`config.mk`:
```
export PLATFORM = sky130hd
export DESIGN_NAME = pc_dispatch_queue
export DESIGN_NICKNAME = d
export VERILOG_FILES = /design/src/rtl/pc_dispatch_queue.sv
export SDC_FILE = /design/constraint.sdc
export NUM_CORES = 1
export LEC_CHECK = 0
export BUFFER_PORTS_ARGS = -buffer_cell sky130_fd_sc_hd__buf_2
export CAP_MARGIN = 40
export CORE_UTILIZATION = 50
export CTS_CLUSTER_DIAMETER = 60
export DETAILED_ROUTE_END_ITERATION = 6
export PLACE_DENSITY = 0.64
export SLEW_MARGIN = 0
export SYNTH_ARGS = -nofsm -noshare
export SYNTH_HDL_FRONTEND = slang
export SYNTH_SLANG_ARGS = --single-unit
```
`constraint.sdc`:
```
create_clock -name clk -period 8.7 [get_ports clk]
set_input_delay 0.87 -clock clk [delete_from_list [all_inputs] [get_ports clk]]
set_output_delay 0.87 -clock clk [all_outputs]
set_load 0.01 [all_outputs]
```
`src/rtl/pc_dispatch_queue.sv`:
```
// rtl/pc_dispatch_queue.sv - dual-port kernel PC dispatch FIFO with round-robin grant
module pc_dispatch_queue #(
  parameter int          DEPTH    = 16,
  parameter logic [15:0] RESET_PC = 16'h0000
) (
  input  logic                     clk,
  input  logic                     rst,
  input  logic                     tbl_wen,
  input  logic [3:0]               tbl_waddr,
  input  logic [15:0]              tbl_wval,
  input  logic                     queue_wen0,
  input  logic                     queue_wen1,
  input  logic [3:0]               queue_number0,
  input  logic [3:0]               queue_number1,
  input  logic                     request_new_pc0,
  input  logic                     request_new_pc1,
  output logic [15:0]              new_pc0,
  output logic [15:0]              new_pc1,
  output logic [1:0]               idle0,
  output logic [1:0]               idle1,
  output logic [$clog2(DEPTH):0]   count,
  output logic                     overflow,
  output logic                     done
);
  localparam int AW = $clog2(DEPTH);

  typedef logic [AW-1:0] ptr_t;
  typedef logic [AW:0]   cnt_t;
  typedef logic [AW+1:0] spc_t;

  logic [15:0] tbl [16];
  logic [15:0] mem [DEPTH];
  ptr_t        rptr, wptr, rptr_nxt, wptr_port1;
  logic        pend0, pend1, prefer1;

  logic        want0, want1, g0, g1, acc0, acc1, drop, done_set;
  logic [1:0]  n_pop, n_push;
  spc_t        space;
  logic [15:0] pc0_in, pc1_in, head0, head1;

  // Table reads happen before the same-edge write lands (read-before-write).
  assign pc0_in     = tbl[queue_number0];
  assign pc1_in     = tbl[queue_number1];
  assign rptr_nxt   = rptr + ptr_t'(1);
  assign head0      = mem[rptr];
  assign head1      = mem[rptr_nxt];
  assign want0      = pend0 | request_new_pc0;
  assign want1      = pend1 | request_new_pc1;

  // Grants only see the occupancy registered before this edge.
  always_comb begin
    g0 = 1'b0;
    g1 = 1'b0;
    if (!done) begin
      if (want0 && want1) begin
        if (count >= cnt_t'(2)) begin
          g0 = 1'b1;
          g1 = 1'b1;
        end else if (count != '0) begin
          g0 = !prefer1;
          g1 = prefer1;
        end
      end else if (count != '0) begin
        g0 = want0;
        g1 = want1;
      end
    end
  end

  assign n_pop  = {1'b0, g0} + {1'b0, g1};
  // A pop in the same cycle frees a slot for a push.
  assign space  = spc_t'(DEPTH) - spc_t'(count) + spc_t'(n_pop);
  assign acc0   = queue_wen0 && (space != '0);
  assign acc1   = queue_wen1 && (space >= (acc0 ? spc_t'(2) : spc_t'(1)));
  assign drop   = (queue_wen0 && !acc0) || (queue_wen1 && !acc1);
  assign n_push = {1'b0, acc0} + {1'b0, acc1};
  assign wptr_port1 = wptr + (acc0 ? ptr_t'(1) : ptr_t'(0));
  assign done_set   = !done && pend0 && pend1 && (count == '0) && (n_push == 2'd0);

  always_ff @(posedge clk) begin
    if (!rst && tbl_wen) tbl[tbl_waddr] <= tbl_wval;
  end

  always_ff @(posedge clk) begin
    if (!rst) begin
      if (acc0) mem[wptr] <= pc0_in;
      if (acc1) mem[wptr_port1] <= pc1_in;
    end
  end

  always_ff @(posedge clk) begin
    if (rst) begin
      rptr     <= '0;
      wptr     <= '0;
      count    <= '0;
      overflow <= 1'b0;
      done     <= 1'b0;
      prefer1  <= 1'b0;
      pend0    <= 1'b0;
      pend1    <= 1'b1;
      new_pc0  <= RESET_PC;
      new_pc1  <= 16'h0000;
      idle0    <= 2'd0;
      idle1    <= 2'd1;
    end else begin
      rptr     <= rptr + ptr_t'(n_pop);
      wptr     <= wptr + ptr_t'(n_push);
      count    <= count + cnt_t'(n_push) - cnt_t'(n_pop);
      overflow <= overflow | drop;
      pend0    <= want0 && !g0;
      pend1    <= want1 && !g1;
      if (done_set) done <= 1'b1;

      if (g0 && !g1)  prefer1 <= 1'b1;
      else if (g1)    prefer1 <= 1'b0;

      if (g0) new_pc0 <= head0;
      if (g1) new_pc1 <= g0 ? head1 : head0;

      if (done || done_set) begin
        idle0 <= 2'd2;
        idle1 <= 2'd2;
      end else begin
        if (g0)         idle0 <= 2'd0;
        else if (want0) idle0 <= 2'd1;
        if (g1)         idle1 <= 2'd0;
        else if (want1) idle1 <= 2'd1;
      end
    end
  end
endmodule

```
==> results.cfg <==
[outcome]
status = complete, no violations

[critical_path]
crit_type = register to register
slowest_delay_ps = 580
start_kind = register
cp-startpoint = count[3]
regToRegEndpoint = count[4]
regToRegStartpoint = count[3]
regToRegSetupSlack_ps = 1040
critPathMaxFanout = 21
required_ps = 9170
cp_slowest_cell = o2111ai_2
cp_common_cell = ha_1
reg2reg_depth = 31
cp.arrival_ps = 8120
end_kind = register

[route]
ant_nets = 0
drc = 0
first_pass_iters = 5
drtIter0Drc = 1886
vias = 17500
wl_per_cell_um = 29.8
drt_wl_total_mm = 78.8
avgViaCountPerCell = 6.59

[sta]
timing.fmax_mhz = 131
slew_violations = 0
relSlewSlack_pct = 43.9
finalSetupViolations = 0
fin_crit_sh_pct = 88.0
worstMarginPinSlew_ps = 839
fin_ws_ps = 1040
clock_skew_ps = 23.7
setup_tns_ps = 0
hold_ws_ps = 451
period_needed_ps = 7660
hold_violations = 0
rsz0062_at_grt = no

[min_path]
min-delay-path-class = register to register
hold_end = new_pc0[1]
whs_path_depth = 2
min_from = new_pc0[1]

[finish]
finalNetCount = 1893
diodes = 0
layout_commonest_cell = edfxtp_1
areaGrowthSynthToFinish_pct = 11.7
fillers = 4564
drive_above_1_share_pct = 43.0
mostFrequentLayoutCells = edfxtp_1 (512), mux4_2 (243), mux2_2 (187)
fin_cells = 2650

[floorplan]
coreArea_um2 = 59000
io_pins = 78
dieArea_um2 = 60800
die_h_um = 247
rows = 89
fp.dieW_um = 247
initial_core_util_pct = 50.7

[pwr]
leakage_nw = 11.4
powerDensity_nw_per_um2 = 281
vdd_drop_max_v = 0.000548

[synthesis]
ys_warn_count = 0
synth-edff-count = 512
syn_nets = 1832
synth-seq-cells = 566
syn_area_um2 = 29900
syn_avg_cell_area_um2 = 16.9
synth_ff_type = edfxtp_1
synth-seq-area-share_pct = 55.0
async_flop_share_pct = 0
ys_types = 55
synth_cells = 1767

[placed_design]
io_buffers = 77
pre_cts_ws_ps = 1090
place.gp.congestion = 0.865
placedCellCount = 2533
hpwl_mm = 49.6

[grt]
grt_max_degree = 55
antenna_found_initial = 3
grt_pass1_vias = 17800
grt_overflow = 0
grt_pass1_wl_mm = 117
track_usage_pct = 26.6

[cts]
clk_latency_ps = 620
clockBufferDepth = 3
cts-root-buf = clkbuf_16
postCtsHoldBufs = 0
cts_resized = 0
clkTransAtPathRegs_ps = 60
numCtsBuffers = 66
cts-htree-levels = 3
cts_sinks = 566
cts_tree = built
post_cts_buffers = 0

[run]
drv.max_cap_violation_count = 0
## power breakdown
group | switching, mW | total, mW | leakage, nW | internal, mW
Clock | 1.15 | 2.81 | 1.05 | 1.66
Combinational | 1.81 | 3.20 | 5.28 | 1.39
Sequential | 0.148 | 3.37 | 5.07 | 3.22
Total | 3.11 | 9.38 | 11.4 | 6.27
## cell type report
type                            count  area [um^2]  area share, %
Sequential cell                   566        16500           49.2
Inverter                           25         93.8          0.281
Multi-Input combinational cell   1027        12800           38.2
Timing Repair Buffer              142          967           2.89
Clock inverter                     34          455           1.36
Clock buffer                       83         1730           5.16
Tap cell                          773          967           2.89
## sequential cells by signal, indices dropped and copies added, names as in the netlist
name and count:
prefer1 1, pend1 1, wptr 4, overflow 1, new_pc0 16, mem 256
done 1, pend0 1, idle0 2, new_pc1 16, rptr 4, idle1 2
count 5, tbl 256
## kinds of logic (layout without fill, tap and decap cells)
family	after synthesis	in the layout	synth area share (%)
compound gates	187	187	4.50
xor+xnor	13	13	0.531
fa+ha+maj	30	30	1.38
buf+inv	174	284	3.08
flops	566	566	55.0
mux	572	572	31.9
simple gates	225	225	3.56
## how the worst max path moves through the flow
| stage | to | slack, ps |
|---|---|---|
| 3_5_place_dp | count[4] | 1090 |
| 6_report | count[4] | 1040 |
| 3_3_place_gp | count[4] | 1310 |
| 2_1_floorplan | count[4] | 1650 |
| 4_1_cts | count[4] | 1050 |
| 5_1_grt | count[4] | 450 |
## metal layers
metal  part of all wire, %  wire length (um)  up-vias  track usage, %
li1                      -                 -     7404               -
met5                 0.034                27        -               0
met2                    49             38300      732            43.0
met1                    42             33000     9181            36.9
met3                   7.1              5620      141            4.85
met4                   2.4              1920        6            7.46
## synthesized netlist by cell type (14+ instances only)
library cell	instances	area, um^2
a21oi_1	42	210
a31oi_1	17	106
o21ai_0	29	145
buf_4	21	158
nor2_1	80	300
edfxtp_1	512	15400
a22o_1	25	219
dfxtp_1	54	1080
mux2_2	187	2110
a32oi_1	22	193
ha_1	25	313
buf_6	16	180
buf_1	14	52.6
inv_1	22	82.6
nand3_2	15	150
mux2i_1	60	601
mux2_4	69	1040
mux4_2	243	5470
buf_2	54	270
nand2_1	79	297
o41ai_1	17	149
clkbuf_1	43	161
## worst max-delay path: cells and delay by family, from the launching register on
kind / cells / cell delay [ps]
DFF: 1 / 340
buffers and inverters: 8 / 1500
AOI/OAI and AO/OA: 8 / 1860
adders and majority gates: 8 / 2440
and+or+nand+nor: 7 / 1350
## metrics by stage
step | utilization, % | cell area (um^2) | total power, mW
after floorplan | - | 29900 | 5.68
after global placement | 52.7 | 31100 | 6.52
after detailed placement | 52.9 | 31200 | 6.59
after CTS | 56.6 | 33400 | 9.40
after global routing | 56.6 | 33400 | 9.78
final | 56.6 | 33400 | 9.38
Note: power is estimated with default switching activity, not from simulation.
